### src/rtl/pwm_multi_gen.sv
// Multi-channel PWM: shared edge/center-aligned counter, N_CH compare channels,
// shadowed period/duty/mode applied only at a period boundary.
module pwm_multi_gen #(
  parameter int N_CH       = 4,
  parameter int CNT_W      = 16,
  parameter int RST_PERIOD = 100
) (
  input  logic                  clk,
  input  logic                  reset,
  input  logic                  cfg_update,
  input  logic [CNT_W-1:0]      cfg_period,
  input  logic [N_CH*CNT_W-1:0] cfg_duty,
  input  logic                  cfg_center,
  input  logic [N_CH-1:0]       ch_en,
  output logic [N_CH-1:0]       pwm_out,
  output logic                  period_start,
  output logic                  upd_pending,
  output logic                  upd_done
);

  localparam logic [CNT_W-1:0] P_RST = CNT_W'(RST_PERIOD);

  logic [CNT_W-1:0]      cnt, cnt_n, p_last;
  logic                  dir, dir_n;
  logic [CNT_W-1:0]      act_p, sh_p;
  logic [N_CH*CNT_W-1:0] act_d, sh_d;
  logic                  act_c, sh_c;
  logic                  bnd;
  logic [N_CH-1:0]       raw;

  // p_last wraps for P==0, but bnd is forced in that case
  always_comb begin
    p_last = act_p - 1'b1;
    bnd    = (act_p == '0)
           | (!act_c && cnt == p_last)
           | (act_c && dir && cnt == '0);
  end

  always_comb begin
    cnt_n = cnt;
    dir_n = dir;
    if (bnd) begin
      cnt_n = '0;
      dir_n = 1'b0;
    end else if (!act_c) begin
      cnt_n = cnt + 1'b1;
    end else if (!dir) begin
      if (cnt == p_last) dir_n = 1'b1;
      else cnt_n = cnt + 1'b1;
    end else begin
      cnt_n = cnt - 1'b1;
    end
  end

  always_comb begin
    raw = '0;
    for (int i = 0; i < N_CH; i++) begin
      raw[i] = ch_en[i] && (act_p != '0)
            && (cnt < act_d[i*CNT_W +: CNT_W]);
    end
  end

  always_ff @(posedge clk) begin
    if (reset) begin
      cnt          <= '0;
      dir          <= 1'b0;
      act_p        <= P_RST;
      act_d        <= '0;
      act_c        <= 1'b0;
      sh_p         <= P_RST;
      sh_d         <= '0;
      sh_c         <= 1'b0;
      upd_pending  <= 1'b0;
      upd_done     <= 1'b0;
      pwm_out      <= '0;
      period_start <= 1'b0;
    end else begin
      cnt          <= cnt_n;
      dir          <= dir_n;
      pwm_out      <= raw;
      period_start <= (act_p != '0) && (cnt == '0) && !dir;
      upd_done     <= 1'b0;
      // a strobe landing on the boundary bypasses the shadow
      if (bnd && cfg_update) begin
        act_p       <= cfg_period;
        act_d       <= cfg_duty;
        act_c       <= cfg_center;
        sh_p        <= cfg_period;
        sh_d        <= cfg_duty;
        sh_c        <= cfg_center;
        upd_pending <= 1'b0;
        upd_done    <= 1'b1;
      end else if (bnd && upd_pending) begin
        act_p       <= sh_p;
        act_d       <= sh_d;
        act_c       <= sh_c;
        upd_pending <= 1'b0;
        upd_done    <= 1'b1;
      end else if (cfg_update) begin
        sh_p        <= cfg_period;
        sh_d        <= cfg_duty;
        sh_c        <= cfg_center;
        upd_pending <= 1'b1;
      end
    end
  end

endmodule

### config.mk
export PLATFORM = sky130hd
export DESIGN_NAME = pwm_multi_gen
export DESIGN_NICKNAME = d
export VERILOG_FILES = /design/src/rtl/pwm_multi_gen.sv
export SDC_FILE = /design/constraint.sdc
export NUM_CORES = 1
export LEC_CHECK = 0
export CAP_MARGIN = 40
export CELL_PAD_IN_SITES_DETAIL_PLACEMENT = 1
export CELL_PAD_IN_SITES_GLOBAL_PLACEMENT = 1
export CORE_ASPECT_RATIO = 0.75
export CORE_MARGIN = 3
export CORE_UTILIZATION = 48
export CTS_CLUSTER_SIZE = 12
export DETAILED_ROUTE_END_ITERATION = 12
export PLACE_DENSITY_LB_ADDON = 0.1
export SETUP_SLACK_MARGIN = 0.4
export SLEW_MARGIN = 25
export SYNTH_ARGS = -nofsm -noshare
export SYNTH_HDL_FRONTEND = slang
export SYNTH_SLANG_ARGS = --single-unit
### constraint.sdc
create_clock -name clk -period 10.43 [get_ports clk]
set_input_delay 3.129 -clock clk [delete_from_list [all_inputs] [get_ports clk]]
set_output_delay 3.129 -clock clk [all_outputs]
set_load 0.02 [all_outputs]
==> impl_results.md, run 1 <==
- Post-DP HPWL: 19.7 mm
- CTS buffer count: 17
- Simple-gate share of the synthesized area: 14.8%
- Number of port buffers: 94
- Int Power: 1120 uW
- Register area share after synthesis: 37.9%
- Die ar.: 0.0222 mm2
- Final worst slack: 5.07 ns
- Post-synth ARST share: 0%
- CP Max Fanout: between 40 and 50
- Yosys warns: 0
- Post-synthesis mux area share: 10.3%
- Hold path cells: 1
- Xor/xnor cell area share of the yosys netlist: 3.03%
- Leak: 0.00471 uW
- Slew HR: between 40 and 50%
- Largest cells by area after synthesis: dfxtp_1 38%, mux2i_1 8.4%, ha_1 8.0%
- WL final: between 20 and 30 mm
- TritonCTS clock tree: yes
- Synth top area share: 37.9%
- Worst slew pin tran: 0.837 ns
- Fill cells: 2,274
- P_sw: roughly 410 uW
- Tot Pwr: 1530 uW
- TritonCTS Sinks: 186
- Worst-skew pair later-pin latency: between 0.4 and 0.5 ns
- Synth Area in Compound Gates: between 10% and 20%
- Worst endpoint required time: roughly 11 ns
- Vias/cell: 5.94
- Yosys top cell by area: dfxtp_1
- Logic gate share of total power: 10.3%
- Hold WC Path Type: reg -> reg
- Placer Congestion: slightly below 0.9
- Initial Util: around 50%
- RSZ-0062 raised after global routing: false
- Setup TNS: 0 ns
- First drt pass iteration count: 5
- Number of synthesized flops with an enable pin: 0
- Most frequent cells in the layout: 186 x dfxtp_1, 174 x nor2_1, 92 x clkdlybuf4s50_1
- Initial antenna violation count: 0
- Chip width: ~170 um
- Clk buf depth: 2
- Row count: 44
- Gr usage total: 26.6%
- Max Clk Rate: ~0.19 GHz
- Ratio of cells with drive above 1 in the final layout: about an eighth
- RR Endpoint: act_p[2]$_SDFFE_PP1P_
- Skew final: between 0.01 and 0.015 ns
- CTS root buf: clkbuf_16
- Antenna Cells: 0
- Final Slew Violations: 0
- Max rail drop VDD: between 0.1 and 0.15 mV
- Die Y: 130 um
- Slowest stage delay, CP: 0.56 ns
- DP Worst Slack: 4.61 ns
- Status: finished clean
- Clock slew at reported path FFs: 0.08 ns
- ANT nets after route: 0
- First-pass GRT wire length: ~46 mm
- Max-cap violations: 0
- CTS resizes: 0
- Clock share of power: 41.1%
- RR Startpoint: act_p[0]$_SDFFE_PP0P_
- Area Growth Syn to Fin: 16.9%
- Post-CTS Setup Bufs: 0
- Flop2flop setup slack: 6.34 ns
- CP Buf/Inv Count: 4
- WHS Endpoint: act_d[48]$_SDFFE_PP0P_
- #FFs+latches synth: 186
- Tmin final: 5.36 ns
- Most common cell after layout, fill and taps aside: dfxtp_1
- Multi-input logic area: approximately 0.0055 mm2
- Switching share of power: 26.7%
- GRT overflow: 0
- Setup CP Type: in -> reg
- Syn Area/Cell: 8.99 um2
- Fin nets: about 1.3k
- Drt wl/cell: 20.9 um
- Worst path most repeated cell: buf_4
- Vias in the first global route: 8,500
- Cell Chain, Critical Path: buf_4 > clkinv_1 > buf_4 > nand2_2 > buf_4 > nor2_1 > a21o_1 > a21oi_1 > o221a_2
- Syn nets: 1,243
- Core area: 0.0197 mm2
- DR vias: 8,341
- Worst Setup Start Kind: input pin
- Crit. End Element: flip-flop
- DRC: 0
- Cell variety after synth: 57
- Part of the power in registers: 48.6%
- Post-Synth Adder-Cell Area: 8.03%
- Synth Cell Area: 0.00982 mm2
- Ys flop type: dfxtp_1
- Pwr/cell area: 134 mW/mm2
- # setup viols final: 0
- Mapped Cells: 1,092
- Ports: 95
- Crit path DAT: 5.75 ns
- Period utilization: approximately half
- FF-to-FF path depth: 12
- Initial drt markers: around 540
- H-tree depth: 4
- Hold-fix buffers, CTS: 0
- Largest net degree at the start of global routing: 80
- Max stage delay cell, worst path: buf_4
- Post-layout util: about three fifths
- Sequential standard cell area: 0.00372 mm2
- Delay-heaviest family, CP: buffers and inverters
- Largest family of logic cells by synthesized area: compound AO/OA/AOI/OAI gates
- Hold path startpoint: act_d[48]$_SDFFE_PP0P_
- Fin. Hold Viols: 0
flip-flops by register name, summed over array words and instances (netlist names), 4 cells and up:
register / cells
sh_p: 16
act_p: 16
cnt: 16
sh_d: 64
act_d: 64
pwm_out: 4
cells in the mapped netlist, types with 16 or more instances:
| library cell | n |
|---|---|
| xnor2_1 | 30 |
| o22ai_1 | 19 |
| o21ai_0 | 20 |
| inv_1 | 68 |
| nor2_1 | 174 |
| ha_1 | 63 |
| clkbuf_1 | 59 |
| mux2_2 | 17 |
| nor2b_1 | 16 |
| a21o_1 | 50 |
| dfxtp_1 | 186 |
| nor3_1 | 22 |
| a31oi_1 | 19 |
| a21oi_1 | 67 |
| mux2i_1 | 82 |
| o221a_2 | 41 |
layer usage:
metal  track usage (%)  up-vias  part of all wire [%]
met2              42.7      189                    46
met1              37.0     4120                    48
met5                 0        -                     0
li1                  -     3998                     -
met4              7.95        0                   1.7
met3              4.36       34                   4.8
power by group through the flow:
stage          clock network (uW)  logic (uW)  registers, uW
6_report                      631         157            746
5_1_grt                       672         173            748
4_1_cts                       638         157            746
3_5_place_dp                    0         156            762
3_3_place_gp                    0         150            761
2_1_floorplan                   0        90.6            757
area by class of cell:
cell class                      count  share of cell area [%]
Multi-Input combinational cell    757                    48.2
Sequential cell                   186                    32.5
Timing Repair Buffer              109                    9.42
Clock buffer                       17                    3.71
Tap cell                          253                    2.76
Inverter                           69                    2.26
Clock inverter                     14                    1.18
worst register-to-register path, stage by stage (launching register included):
cell     delay, ns
dfxtp_1       0.39
inv_1         0.10
ha_1          0.21
or4b_4        0.52
or4_1         0.43
nor3_2        0.13
xnor2_1       0.10
or4_4         0.56
o31ai_4       0.25
buf_4         0.42
o21ai_4       0.12
buf_4         0.31
a221o_1       0.44
cell families after synthesis:
family,Yosys count
muxes,99
and+or+nand+nor,301
xor gates and xnor gates,34
adders and majority gates,63
AOI/OAI and AO/OA,260
buffers and inverters,149
DFF,186
metrics by stage:
step	area, um2	std cells	hold WS (ns)
CTS	11400	1403	0.474
floorplan	9820	1092	0.440
finish	11500	1405	0.475
detailed placement	10900	1372	0.456
global placement	10900	1371	0.451
global route	11500	1405	0.485
worst max-delay path by stage:
stage | from | endpoint | slack, ns | cells after the start
finish | cfg_update | act_p[11]$_SDFFE_PP0P_ | 5.07 | 9
global route | cfg_update | act_d[20]$_SDFFE_PP0P_ | 4.88 | 9
CTS | cfg_update | act_d[62]$_SDFFE_PP0P_ | 5.08 | 9
detailed placement | cfg_update | act_d[4]$_SDFFE_PP0P_ | 4.61 | 9
global placement | cfg_update | act_d[20]$_SDFFE_PP0P_ | 4.64 | 9
floorplan | cfg_update | sh_d[10]$_SDFFE_PP0P_ | 5.40 | 6
(Power assumes the default switching activity.)
==> inputs of run 2 (changes only) <==
Settings changed: CORE_UTILIZATION 48 to 44.
Clock period 10.43 ns to 5.3 ns, I/O delays scaled along.
==> run 2 against run 1 <==
Effect of this change: sequential cell count is the same; utilization shrank 4.6 points; worst hold slack is essentially flat; die area grew 8.7%; clock power grew 100%; via count grew 0.48%; clock-buffer cell count grew 5; global-route usage shrank 1.9 points.
==> impl_results.md, run 2 (synthesized netlist as in run 1, its figures left out) <==
- Initial drt markers: 541 (+0.74%)
- Core area: 0.0215 mm2 (+9.2%)
- Vias/cell: 5.80 (-2.2%)
- WL final: 29.4 mm (+0.17%)
- Die ar.: 0.0242 mm2 (+8.7%)
- Final Slew Violations: 0 (unchanged)
- Tmin final: 4.04 ns
- CTS resizes: 0 (unchanged)
- Most frequent cells in the layout: 186 x dfxtp_1, 174 x nor2_1, 92 x clkdlybuf4s50_1
- Vias in the first global route: 8,448 (-0.61%)
- Worst endpoint required time: 5.64 ns (-5.19 ns)
- Gr usage total: 24.7% (-1.9 points)
- Initial antenna violation count: 0 (unchanged)
- Worst-skew pair later-pin latency: 0.45 ns (about the same)
- H-tree depth: 4 (unchanged)
- Number of port buffers: 94 (unchanged)
- Pwr/cell area: 265 mW/mm2 (+98%)
- Clock slew at reported path FFs: 0.07 ns (about the same)
- Clk buf depth: 2 (unchanged)
- Hold-fix buffers, CTS: 0 (unchanged)
- DRC: 0 (unchanged)
- Ports: 95 (unchanged)
- Status: finished clean
- Max-cap violations: 0 (unchanged)
- Worst Setup Start Kind: flip-flop
- Period utilization: 76.1%
- Post-CTS Setup Bufs: 0 (unchanged)
- Setup CP Type: reg -> reg
- Most common cell after layout, fill and taps aside: dfxtp_1
- Setup TNS: 0 ns (unchanged)
- Crit path DAT: 4.38 ns (-1.37 ns)
- Area Growth Syn to Fin: 17.6%
- CTS buffer count: 17 (unchanged)
- Placer Congestion: 0.888 (+1.3%)
- First-pass GRT wire length: 46.6 mm (+0.34%)
- Worst slew pin tran: 0.842 ns (+0.00434 ns)
- Drt wl/cell: 20.3 um (-2.5%)
- Antenna Cells: 0 (unchanged)
- DR vias: 8,381 (+0.48%)
- Skew final: 0.0152 ns (+0.00413 ns)
- Fin nets: 1,294 (+0.23%)
- Post-layout util: 53.6% (-4.6 points)
- Leak: 0.00473 uW (+0.34%)
- Largest net degree at the start of global routing: 73 (-8.8%)
- ANT nets after route: 0 (unchanged)
- Max Clk Rate: 0.248 GHz
- GRT overflow: 0 (unchanged)
- TritonCTS clock tree: yes
- TritonCTS Sinks: 186 (unchanged)
- Hold Slack: 0.475 ns (+0.00000100 ns)
- Non-Filler Instances: 1,444 (+2.8%)
- # setup viols final: 0 (unchanged)
- Fin. Hold Viols: 0 (unchanged)
- First drt pass iteration count: 4 (-1)
- Chip width: 178 um (+4.3%)
- RSZ-0062 raised after global routing: false
- Row count: 46 (+4.5%)
- Die Y: 135 um (+4.2%)
- CP Max Fanout: 33 (-27%)
- Hold WC Path Type: reg -> reg
- Post-DP HPWL: 20.0 mm (+1.2%)
- Max rail drop VDD: 0.223 mV (+90%)
- Post-Place Cells: 1,410 (+2.8%)
- Slew HR: 43.8% (-0.29 points)
- Ratio of cells with drive above 1 in the final layout: 11.7% (+0.046 points)
- Fill cells: 2,498 (+9.9%)
- Crit. End Element: flip-flop
- Largest registers: act_d (64), sh_d (64)
- Initial Util: 45.6% (-4.2 points)
- CTS root buf: clkbuf_16
[run 2: cell types whose count changed in the layout (fill, tap and decap cells not counted), sizes merged]
cell / before / now
bufinv: 0 / 1
clkbuf: 17 / 22
buf: 17 / 20
clkinvlp: 3 / 2
clkinv: 6 / 5
inv: 74 / 71
[run 2: report_power, final]
group,internal [uW],switching (uW),total (uW),leakage (uW)
registers,1440,29.4,1470,0.00152
logic,153,158,311,0.00294
clock network,683,594,1280,0.000273
[run 2: area by class of cell]
cell class / instances / area [um2] / area share (%)
multi-input cells: 757 / 5530 / 47.9
clock inverters: 10 / 109 / 0.943
clock buffers: 22 / 464 / 4.02
well taps: 288 / 360 / 3.12
inverters: 69 / 259 / 2.24
flip-flops and latches: 186 / 3720 / 32.3
repair buffers: 112 / 1100 / 9.49
[run 2: layer usage]
layer / part of all wire [%] / global-route usage, % / wire length (um) / vias to the layer above
met4: 1.3 / 6.27 / 391 / 0
met1: 49 / 34.8 / 14300 / 4133
li1: - / - / - / 4009
met2: 45 / 39.0 / 13100 / 213
met3: 5.1 / 4.57 / 1510 / 26
met5: 0 / 0 / 0 / -
[run 2: critical path, cell delays in order, from the launching register on]
cell and delay, ns:
dfxtp_1 0.36, inv_1 0.07, ha_1 0.20, or4b_4 0.52
or4_1 0.44, nor3_2 0.16, xnor2_1 0.11, or4_4 0.57
o31ai_4 0.24, buf_4 0.40, o21ai_4 0.16, buf_4 0.30
a221oi_1 0.35
[run 2: per-stage QoR]
step	power, uW	cell area [um2]	setup slack (ns)
floorplan	1670	9820	1.81
global placement	1800	10900	1.28
detailed placement	1810	10900	1.22
CTS	3090	11500	1.29
global route	3180	11500	1.05
finish	3060	11500	1.26
[run 2: worst paths after layout]
check / cells past startpoint / end / slack [ns] / from
setup / recovery: 12 / act_d[49]$_SDFFE_PP0P_ / 1.26 / act_p[0]$_SDFFE_PP0P_
hold reg to reg: 1 / sh_p[2]$_SDFFE_PP1P_ / 0.48 / sh_p[2]$_SDFFE_PP1P_
hold / removal: 1 / sh_p[2]$_SDFFE_PP1P_ / 0.48 / sh_p[2]$_SDFFE_PP1P_
setup reg to reg: 12 / act_d[49]$_SDFFE_PP0P_ / 1.26 / act_p[0]$_SDFFE_PP0P_
==> inputs of run 3 (changes only) <==
Clock period 5.3 ns to 4.1 ns, I/O delays scaled along.
==> run 3 against run 2 <==
Effect of this change: global-route usage grew 0.28 points; cell area is 1.1% higher; total power up 28%; worst hold slack about the same; largest cell class unchanged; utilization up 0.59 points; clock skew shrank 0.0046 ns; sequential power up 29%.
==> impl_results.md, run 3 (synthesized netlist as in run 1, its figures left out) <==
- Status: finished clean
- CTS buffer count: 17 (unchanged)
- Initial antenna violation count: 0 (unchanged)
- ANT nets after route: 0 (unchanged)
- GRT overflow: 0 (unchanged)
- Tmin final: 3.58 ns (-0.457 ns)
- Area Growth Syn to Fin: 18.9%
- # setup viols final: 0 (unchanged)
- Hold-fix buffers, CTS: 0 (unchanged)
- Crit. End Element: flip-flop
- Ports: 95 (unchanged)
- Gr usage total: 25.0% (+0.28 points)
- Worst endpoint required time: 4.42 ns (-1.22 ns)
- Vias in the first global route: 8,341 (-1.3%)
- Worst Setup Start Kind: flip-flop
- Post-DP HPWL: 20.3 mm (+1.5%)
- Fill cells: 2,478 (-0.80%)
- Most common cell after layout, fill and taps aside: dfxtp_1
- Most frequent cells in the layout: 186 x dfxtp_1, 174 x nor2_1, 92 x clkdlybuf4s50_1
- Crit path DAT: 3.89 ns (-0.49 ns)
- Max Clk Rate: 0.279 GHz (+13%)
- Largest registers: act_d (64), sh_d (64)
- Period utilization: 87.3% (+11 points)
- Fin. Hold Viols: 0 (unchanged)
- DRC: 0 (unchanged)
- Worst-skew pair later-pin latency: 0.44 ns (about the same)
- WL final: 29.9 mm (+1.9%)
- Post-layout util: 54.2% (+0.59 points)
- Die ar.: 0.0242 mm2 (unchanged)
- First drt pass iteration count: 5 (+1)
- Die Y: 135 um (unchanged)
- Multi-input logic area: 0.00556 mm2 (+0.43%)
- Slew HR: 47.8% (+4.0 points)
- Clk buf depth: 2 (unchanged)
- Worst slew pin tran: 0.782 ns (-0.0594 ns)
- CTS root buf: clkbuf_16
- Number of port buffers: 94 (unchanged)
- TritonCTS clock tree: yes
- TritonCTS Sinks: 186 (unchanged)
- Ratio of cells with drive above 1 in the final layout: 13.0% (+1.3 points)
- Antenna Cells: 0 (unchanged)
- Placer Congestion: 0.921 (+3.7%)
- Chip width: 178 um (unchanged)
- Setup TNS: 0 ns (unchanged)
- First-pass GRT wire length: 47.1 mm (+1.1%)
- H-tree depth: 4 (unchanged)
- Leak: 0.00479 uW (+1.3%)
- Row count: 46 (unchanged)
- Largest net degree at the start of global routing: 63 (-14%)
- Skew final: 0.0106 ns (-0.00462 ns)
- Clock slew at reported path FFs: 0.06 ns (about the same)
- Drt wl/cell: 20.6 um (+1.1%)
- Max-cap violations: 0 (unchanged)
- Core area: 0.0215 mm2 (unchanged)
- Hold WC Path Type: reg -> reg
- Vias/cell: 5.75 (-0.99%)
- Sequential standard cell area: 0.00372 mm2 (unchanged)
- Setup CP Type: reg -> reg
- DR vias: 8,367 (-0.17%)
- RSZ-0062 raised after global routing: true
- Fin nets: 1,306 (+0.93%)
- Initial Util: 45.6% (unchanged)
- Max rail drop VDD: 0.279 mV (+25%)
- Pwr/cell area: 334 mW/mm2 (+26%)
- Initial drt markers: 476 (-12%)
- Final Slew Violations: 0 (unchanged)
- CP Max Fanout: 10 (-70%)
## run 3: path summary, 6_finish.rpt
path | from | end | slack (ns) | cells past startpoint
max reg2reg | act_p[0]$_SDFFE_PP0P_ | act_p[6]$_SDFFE_PP1P_ | 0.52 | 11
max | act_p[0]$_SDFFE_PP0P_ | act_p[6]$_SDFFE_PP1P_ | 0.52 | 11
min reg2reg | sh_p[2]$_SDFFE_PP1P_ | sh_p[2]$_SDFFE_PP1P_ | 0.48 | 1
min | sh_p[2]$_SDFFE_PP1P_ | sh_p[2]$_SDFFE_PP1P_ | 0.48 | 1
## run 3: repair_timing
item                                    CTS  global route
resized for setup                         3             7
setup buffers                             0             3
pin swaps                                 0             2
endpoints found under the setup margin   32            89
## run 3: final cells by class
type	count	area share [%]
sequential	186	31.9
timing repair buffer	124	10.5
multi-input combinational	757	47.6
clock inverter	11	0.750
inverter	69	2.22
tap	288	3.09
clock buffer	21	3.94
## run 3: report_power, final
part | total (uW) | internal (uW) | switching, uW | leakage, uW
sequential | 1890 | 1860 | 31.7 | 0.00152
combinational | 415 | 202 | 213 | 0.00301
clock | 1590 | 818 | 776 | 0.000262
## run 3: metal layers
| metal | up-vias | routed length [um] | track usage, % |
|---|---|---|---|
| met4 | 0 | 551 | 7.18 |
| met5 | - | 0 | 0 |
| met1 | 4113 | 14200 | 34.4 |
| met2 | 186 | 13800 | 39.9 |
| met3 | 36 | 1420 | 4.90 |
| li1 | 4032 | - | - |
## run 3: metrics by stage
step,instance area (um2),power [uW],instances,setup slack (ns),hold slack [ns]
after global placement,11000,2330,1419,0.386,0.449
after global routing,11700,4050,1456,0.388,0.505
after floorplan,9820,2160,1092,0.745,0.440
after CTS,11600,3940,1452,0.399,0.474
final,11700,3900,1456,0.521,0.475
after detailed placement,11100,2340,1420,0.319,0.457
## run 3: worst max-delay path: stages, from the launching register on
cell and delay [ns]:
dfxtp_1 0.36, inv_1 0.08, ha_1 0.19, or4b_4 0.53
or4_1 0.44, nor3_2 0.16, xnor2_1 0.11, or4_4 0.57
o31ai_4 0.29, o21ai_4 0.14, buf_4 0.22, a221o_1 0.36
